File: src/rtl/lcd_sequencer.sv
// lcd_sequencer: feeds an HD44780-style single-transfer LCD controller
// one byte at a time; runs the init sequence, then rewrites a 2x16 frame.
module lcd_sequencer #(
    parameter int POWERON_WAIT = 750000,
    parameter int CMD_WAIT     = 2000,
    parameter int CLEAR_WAIT   = 82000,
    parameter int CNT_W        = 20
) (
    input  logic       clk,
    input  logic       reset,
    input  logic       wr_en,
    input  logic [4:0] wr_addr,
    input  logic [7:0] wr_data,
    input  logic       refresh,
    input  logic       lcd_done,
    output logic       lcd_start,
    output logic       lcd_rs,
    output logic [7:0] lcd_data,
    output logic       busy,
    output logic       init_done
);

    localparam logic [2:0] S_PWR     = 3'd0;
    localparam logic [2:0] S_LOAD    = 3'd1;
    localparam logic [2:0] S_WAITRDY = 3'd2;
    localparam logic [2:0] S_ACK     = 3'd3;
    localparam logic [2:0] S_XFER    = 3'd4;
    localparam logic [2:0] S_GAP     = 3'd5;
    localparam logic [2:0] S_IDLE    = 3'd6;

    localparam logic [CNT_W-1:0] PWR_LAST = CNT_W'(POWERON_WAIT - 1);
    localparam logic [CNT_W-1:0] CMD_LAST = CNT_W'(CMD_WAIT - 1);
    localparam logic [CNT_W-1:0] CLR_LAST = CNT_W'(CLEAR_WAIT - 1);

    localparam logic [5:0] STEP_CLEAR = 6'd2;
    localparam logic [5:0] STEP_LINE1 = 6'd4;
    localparam logic [5:0] STEP_LINE2 = 6'd22;
    localparam logic [5:0] STEP_LAST  = 6'd37;

    logic [2:0]       state_q, state_d;
    logic [CNT_W-1:0] cnt_q, cnt_d;
    logic [5:0]       step_q, step_d;
    logic             pend_q, pend_d;
    logic             start_q, start_d;
    logic             rs_q, rs_d;
    logic [7:0]       data_q, data_d;
    logic             busy_q, busy_d;
    logic             done_q, done_d;
    logic [7:0]       fb_q [32];
    logic [7:0]       fb_d [32];

    logic [4:0]       fb_idx;
    logic             tbl_rs;
    logic [7:0]       tbl_data;
    logic [CNT_W-1:0] gap_last;

    // Host write port into the frame buffer.
    always_comb begin
        for (int i = 0; i < 32; i++) begin
            fb_d[i] = fb_q[i];
        end
        if (wr_en) begin
            fb_d[wr_addr] = wr_data;
        end
    end

    // Step table: fixed commands, line addresses, or buffered characters.
    always_comb begin
        tbl_rs   = 1'b1;
        tbl_data = 8'h00;
        if (step_q >= STEP_LINE2) begin
            fb_idx = 5'(step_q - 6'd6);
        end else begin
            fb_idx = 5'(step_q - 6'd5);
        end
        case (step_q)
            6'd0: begin
                tbl_rs   = 1'b0;
                tbl_data = 8'h38;
            end
            6'd1: begin
                tbl_rs   = 1'b0;
                tbl_data = 8'h0C;
            end
            6'd2: begin
                tbl_rs   = 1'b0;
                tbl_data = 8'h01;
            end
            6'd3: begin
                tbl_rs   = 1'b0;
                tbl_data = 8'h06;
            end
            6'd4: begin
                tbl_rs   = 1'b0;
                tbl_data = 8'h80;
            end
            6'd21: begin
                tbl_rs   = 1'b0;
                tbl_data = 8'hC0;
            end
            default: begin
                tbl_data = fb_q[fb_idx];
            end
        endcase
    end

    // The clear command needs a much longer settle time than the rest.
    always_comb begin
        gap_last = (step_q == STEP_CLEAR) ? CLR_LAST : CMD_LAST;
    end

    // Sequencer FSM; the counter is zero on entry to every state.
    always_comb begin
        state_d = state_q;
        cnt_d   = '0;
        step_d  = step_q;
        pend_d  = pend_q;
        start_d = start_q;
        rs_d    = rs_q;
        data_d  = data_q;
        busy_d  = busy_q;
        done_d  = done_q;

        if (refresh && (state_q != S_IDLE)) begin
            pend_d = 1'b1;
        end

        unique case (state_q)
            S_PWR: begin
                if (cnt_q == PWR_LAST) begin
                    step_d  = 6'd0;
                    state_d = S_LOAD;
                end else begin
                    cnt_d = cnt_q + 1'b1;
                end
            end
            S_LOAD: begin
                rs_d    = tbl_rs;
                data_d  = tbl_data;
                state_d = S_WAITRDY;
            end
            S_WAITRDY: begin
                if (lcd_done) begin
                    start_d = 1'b1;
                    state_d = S_ACK;
                end
            end
            S_ACK: begin
                if (!lcd_done) begin
                    start_d = 1'b0;
                    state_d = S_XFER;
                end
            end
            S_XFER: begin
                if (lcd_done) begin
                    state_d = S_GAP;
                end
            end
            S_GAP: begin
                if (cnt_q == gap_last) begin
                    if (step_q == STEP_LAST) begin
                        done_d  = 1'b1;
                        busy_d  = 1'b0;
                        state_d = S_IDLE;
                    end else begin
                        step_d  = step_q + 1'b1;
                        state_d = S_LOAD;
                    end
                end else begin
                    cnt_d = cnt_q + 1'b1;
                end
            end
            S_IDLE: begin
                if (refresh || pend_q) begin
                    pend_d  = 1'b0;
                    step_d  = STEP_LINE1;
                    busy_d  = 1'b1;
                    state_d = S_LOAD;
                end
            end
            default: begin
                state_d = S_PWR;
            end
        endcase
    end

    // State registers; reset aborts any transfer and restarts power-up.
    always_ff @(posedge clk or negedge reset) begin
        if (!reset) begin
            state_q <= S_PWR;
            cnt_q   <= '0;
            step_q  <= 6'd0;
            pend_q  <= 1'b0;
            start_q <= 1'b0;
            rs_q    <= 1'b0;
            data_q  <= 8'h00;
            busy_q  <= 1'b1;
            done_q  <= 1'b0;
            for (int i = 0; i < 32; i++) begin
                fb_q[i] <= 8'h20;
            end
        end else begin
            state_q <= state_d;
            cnt_q   <= cnt_d;
            step_q  <= step_d;
            pend_q  <= pend_d;
            start_q <= start_d;
            rs_q    <= rs_d;
            data_q  <= data_d;
            busy_q  <= busy_d;
            done_q  <= done_d;
            for (int i = 0; i < 32; i++) begin
                fb_q[i] <= fb_d[i];
            end
        end
    end

    assign lcd_start = start_q;
    assign lcd_rs    = rs_q;
    assign lcd_data  = data_q;
    assign busy      = busy_q;
    assign init_done = done_q;

endmodule

File: config.mk
export PLATFORM = sky130hd
export DESIGN_NAME = lcd_sequencer
export DESIGN_NICKNAME = d
export VERILOG_FILES = /design/src/rtl/lcd_sequencer.sv
export SDC_FILE = /design/constraint.sdc
export NUM_CORES = 1
export LEC_CHECK = 0
export BUFFER_PORTS_ARGS = -buffer_cell sky130_fd_sc_hd__buf_2
export CAP_MARGIN = 0
export CELL_PAD_IN_SITES_DETAIL_PLACEMENT = 1
export CELL_PAD_IN_SITES_GLOBAL_PLACEMENT = 1
export CORE_UTILIZATION = 52
export DETAILED_ROUTE_END_ITERATION = 10
export MAX_ROUTING_LAYER = met4
export PLACE_DENSITY = 0.8
export SETUP_SLACK_MARGIN = 0.5
export SLEW_MARGIN = 20
export SYNTH_ARGS = -nofsm -noshare
export SYNTH_HDL_FRONTEND = slang
export SYNTH_SLANG_ARGS = --single-unit
File: constraint.sdc
create_clock -name clk -period 4.2 [get_ports clk]
set_input_delay 0.84 -clock clk [delete_from_list [all_inputs] [get_ports clk]]
set_output_delay 0.84 -clock clk [all_outputs]
set_load 0.01 [all_outputs]
; Word level (Yosys, flattened, before mapping)
; Cells that the tools add are included.
[word_totals]
input_bits = 18
register_bits = 298
output_inout_bits = 12
word_cells = 124
[classes]
n_addsub = 4
eq_ne = 23
bitwise = 2
magnitude_cmp = 4
n_reduce_logical = 14
muxes = 36
[ops]
columns = cell, n
row1 = 256-bit bitwise mux, 1
row2 = 8-bit one-hot mux with 6 select lines, 1
row3 = 8-bit binary-select mux with 5-bit select, 1
row4 = 8-bit demux with 5-bit select, 1
row5 = 20-bit two-way mux, 2
row6 = 20-bit one-hot mux with 2 select lines, 1
row7 = 6-bit two-way mux, 4
row8 = 8-bit two-way mux, 3
row9 = 3-bit two-way mux, 7
row10 = 3-bit one-hot mux with 7 select lines, 1
row11 = "20-bit by 1-bit adder with 20-bit output, second input constant", 1
row12 = 20-bit by 17-bit == test with 1-bit output, 1
row13 = "20-bit == test, second input constant", 1
row14 = 6-bit one-hot mux with 3 select lines, 1
row15 = 17-bit two-way mux, 1
row16 = "2-bit != test, second input constant", 8
row17 = "6-bit by 2-bit == test with 1-bit output, second input constant", 2
row18 = "6-bit greater-or-equal comparator, second input constant", 2
row19 = 5-bit NOT with 6-bit output, 2
row20 = "5-bit by 3-bit subtractor with 5-bit output, second input constant", 2
row21 = "3-bit == test, second input constant", 3
row22 = 1-bit two-way mux, 9
row23 = "6-bit by 1-bit adder with 6-bit output, second input constant", 1
row24 = "3-bit by 2-bit == test with 1-bit output, second input constant", 2
row25 = 21 further kinds, 25

; Logic depth before layout (Yosys ltp)
[logic_depth]
ltp_word = 7
depth_mapped = 15
ltp_nobuf = 10

; Worst setup path before layout
; No wires, ideal clock.
[synth_timing]
path_type = reg2reg
startpoint = register step_q[0]
endpoint = register data_q[0] (netlist: lcd_data[0])
t_arrival_ns = 2.858
path_stages_with_launch = 13
slack_ns = 1.208
t_required_ns = 4.066
cell_sequence = dfrtp_1 buf_2 inv_1 ha_1 buf_2 o211ai_4 nand2_4 xnor2_4 buf_6 mux4_2 a22o_1 o21ai_1 nand4_1
[synth_via]
elab_chain_len = 7
elab_cells_between_ends = 15
[synth_rtl]
columns = item, line_no
row1 = "start, declared", 42  ; logic [5:0] step_q, step_d;
row2 = "start signal, assigned", 205  ; step_q <= step_d;
row3 = 5-bit by 3-bit subtractor with 5-bit output (tied with other cells), 74  ; fb_idx = 5'(step_q - 6'd5);
row4 = 5-bit two-way mux, 71  ; if (step_q >= STEP_LINE2) begin
row5 = 5-bit NOT with 6-bit output (not written as such), 102  ; tbl_data = fb_q[fb_idx];
row6 = 8-bit binary-select mux with 5-bit select, 102
row7 = 8-bit two-way mux (not written as such) (2 in a row), 102
row8 = 8-bit one-hot mux with 6 select lines *, 76  ; case (step_q)
row9 = "end signal, assigned", 209  ; data_q <= data_d;
row10 = "end, declared", 46  ; logic [7:0] data_q, data_d;
; Every way passes the cells marked *; elsewhere a longest branch is shown, timed or not. The select of a mux whose other input is x is not followed.
; A chain may end at the register's enable or synchronous reset.

; Final worst setup path
[layout_timing]
startpoint = register step_q[0]
endpoint = register data_q[6] (netlist: lcd_data[6])
; Same word-level chain as after synthesis.

==> metrics <==
Leak=7.14 nW; sequential fraction of the synthesis area=0.507; Seq. cell area=roughly 7500 um2; Post-synth EDFFs=0; routed vias=around 11000; initial antenna violation count=0; Synth cell types=80; Layout fillers=~2800; Synth Area per Inst=between 10 and 15 um2; critical path peak fanout=19; Die Y=approximately 170 um; Finish-stage setup viols=0; synth warn=0; Initial Utilization=0.531; vias in the first global route=~11000; Cell Rows=61; Clock Tree Buf Depth=3; #FFs+latches synth=between 200 and 300; xor and xnor area share after synthesis=0.0142; CP Capture Type=register; Post-Syn Instances=between 1000 and 1500; CP Launch Type=register; first-pass GRT wire length=roughly 71000 um; slew margin rel.=0.266; Min-Delay Path Class=primary input to async pin; Fin. Hold Viols=0; max frequency=approximately 290 MHz; clk_lat worst skew=approximately 0.52 ns; Post-Route Setup TNS=0 ns; Post-Synthesis Cell Area=about 15000 um2; core area=27900 um2; WP data arrival=3.78 ns; Multi-input gate area=just under 7000 um2; Layout Skew=between 0.01 and 0.015 ns; GPL Wtd Cong=roughly 0.95; Max-Cap Viols=0; RSZ-0062 raised after global routing=false; Post-Synth Simple-Gate Area=0.111; PortBufs=29; wire length on met2=about 22000 um; ANT nets after route=0; M1 WL=between 15000 and 20000 um; Ports=30; wire length on met3=roughly 3200 um; # clock sinks=around 300; r2r worst-path depth=11; Root Buffer=clkbuf_16; Nets=roughly 1300; CTS Buf Count=34; pwr dens=625 nW/um2; clk slew on worst S/H paths=about 0.06 ns; initial DRC count=between 800 and 900; htree depth=2; Routed WL per cell=between 20 and 30 um; Synth Area in Compound Gates=0.0766; main flop type after synthesis=dfrtp_1; minimum clock period=3.40 ns; pre-CTS setup slack=0.611 ns; gr usage total=0.335; period utilization=0.809; final worst slack=between 0.8 and 0.9 ns; Area growth, synth to finish=11.2%; most frequent cells in the layout=265 x dfrtp_1, 259 x mux2_2, 143 x nand2_1; total die area=just under 30000 um2; Adder-Cell Fraction of Synth Area=0.00677; post-synth top area cell=dfrtp_1; DIE WIDTH=171 um; post-synthesis mux area share=0.254; critical path class=register to register; Yosys top cell area share=0.449; WL final=45100 um; most common cell after layout, fill and taps aside=dfrtp_1; dpl hpwl=between 20000 and 30000 um; DR pass1 iterations=6; main combinational cell family by area after synthesis=multiplexers; largest net degree at the start of global routing=about 100; proportion of layout cells with a drive suffix above 1=0.362; TritonCTS clock tree=built; VDD IR max=~0.00044 V; Max Slew Vio Count=0; Hold Buf Count CTS=0; Worst Path Required=roughly 4.6 ns; slew of the pin with the lowest slew margin=~1.1 ns; DR vias/cell=between 6 and 7; status=finished clean; total grt overflow=0; synthesized net count=between 1000 and 1500; Highest Signal Layer=met4; ranking of synthesized cells by area=dfrtp_1 45%, mux2_2 20%, dfstp_2 5.9%, mux4_2 4.1%, nand2_1 3.6%; DRC=0; ys async rst share=1.00
==> cells by family (layout without fill, tap and decap cells) <==
family | Yosys count | count (layout)
buffers and inverters | 93 | 127
xor gates and xnor gates | 21 | 21
DFF | 298 | 298
AOI/OAI and AO/OA | 161 | 161
and+or+nand+nor | 347 | 347
muxes | 306 | 306
adders and majority gates | 8 | 8
other | 0 | 1
==> cell type report <==
type	count	area share
Antenna cell	1	0.000152
Clock inverter	12	0.00875
Inverter	11	0.00251
Sequential cell	298	0.456
Clock buffer	47	0.0603
Tap cell	378	0.0288
Multi-Input combinational cell	843	0.418
Timing Repair Buffer	57	0.0253
==> layer usage <==
layer  vias up  global-route usage
met1      5599               0.435
met4         0               0.118
met5         -                   -
li1       4513                   -
met2       436               0.526
met3       107              0.0655
==> repair_timing <==
action / in CTS / in global routing
setup buffers: 0 / 0
endpoints found under the setup margin: 0 / 5
resized for setup: 0 / 2
==> worst paths after layout <==
path | from | end | slack (ns)
worst min register to register | init_done$_DFFE_PN0P_ | init_done$_DFFE_PN0P_ | 0.45
worst max-delay path | step_q[0]$_DFFE_PN0P_ | lcd_data[6]$_DFFE_PN0N_ | 0.80
min in group clk | init_done$_DFFE_PN0P_ | init_done$_DFFE_PN0P_ | 0.45
worst max register to register | step_q[0]$_DFFE_PN0P_ | lcd_data[6]$_DFFE_PN0N_ | 0.80
max in group asynchronous | reset | fb_q[77]$_DFFE_PN1P_ | 2.82
worst min-delay path | reset | cnt_q[8]$_DFF_PN0_ | 0.39
==> critical path, stage by stage, from the launching register on <==
cell	delay, ns
dfrtp_1	0.37
inv_1	0.28
ha_1	0.47
o211ai_4	0.14
nand4b_1	0.27
a22o_4	0.38
buf_4	0.30
mux4_2	0.36
nand2_1	0.10
a21oi_1	0.09
a221oi_1	0.32
o2111ai_1	0.16
==> synth_stat cells, drive strengths merged, types with 17 or more instances <==
cell    instances
a21oi          34
a22oi          17
buf            33
clkbuf         49
dfrtp         265
dfstp          33
mux2          259
mux2i          19
mux4           28
nand2         145
nand3          35
nand4          25
nor2           74
o21ai          34
==> report_power, final <==
part / internal (W) / total [W] / switching (W)
Combinational: 0.00135 / 0.00331 / 0.00196
Sequential: 0.00348 / 0.00392 / 0.000443
Clock: 0.00183 / 0.00304 / 0.00121
==> state kept, by name, summed over array words and instances, names as in the netlist, 3 cells and up <==
name	cells
cnt_q	20
lcd_data	8
step_q	6
fb_q	256
state_q	3
==> through the flow <==
stage	hold WS [ns]	area [um2]	total power (W)	instances	util
5_1_grt	0.425	16400	0.0107	1646	0.590
6_report	0.391	16400	0.0103	1647	0.590
2_1_floorplan	0.433	14800	0.00603	1234	-
3_3_place_gp	0.447	15300	0.00701	1587	0.549
3_5_place_dp	0.442	15300	0.00716	1587	0.549
4_1_cts	0.414	16400	0.0103	1646	0.590
Note: power is estimated with default switching activity, not from simulation.
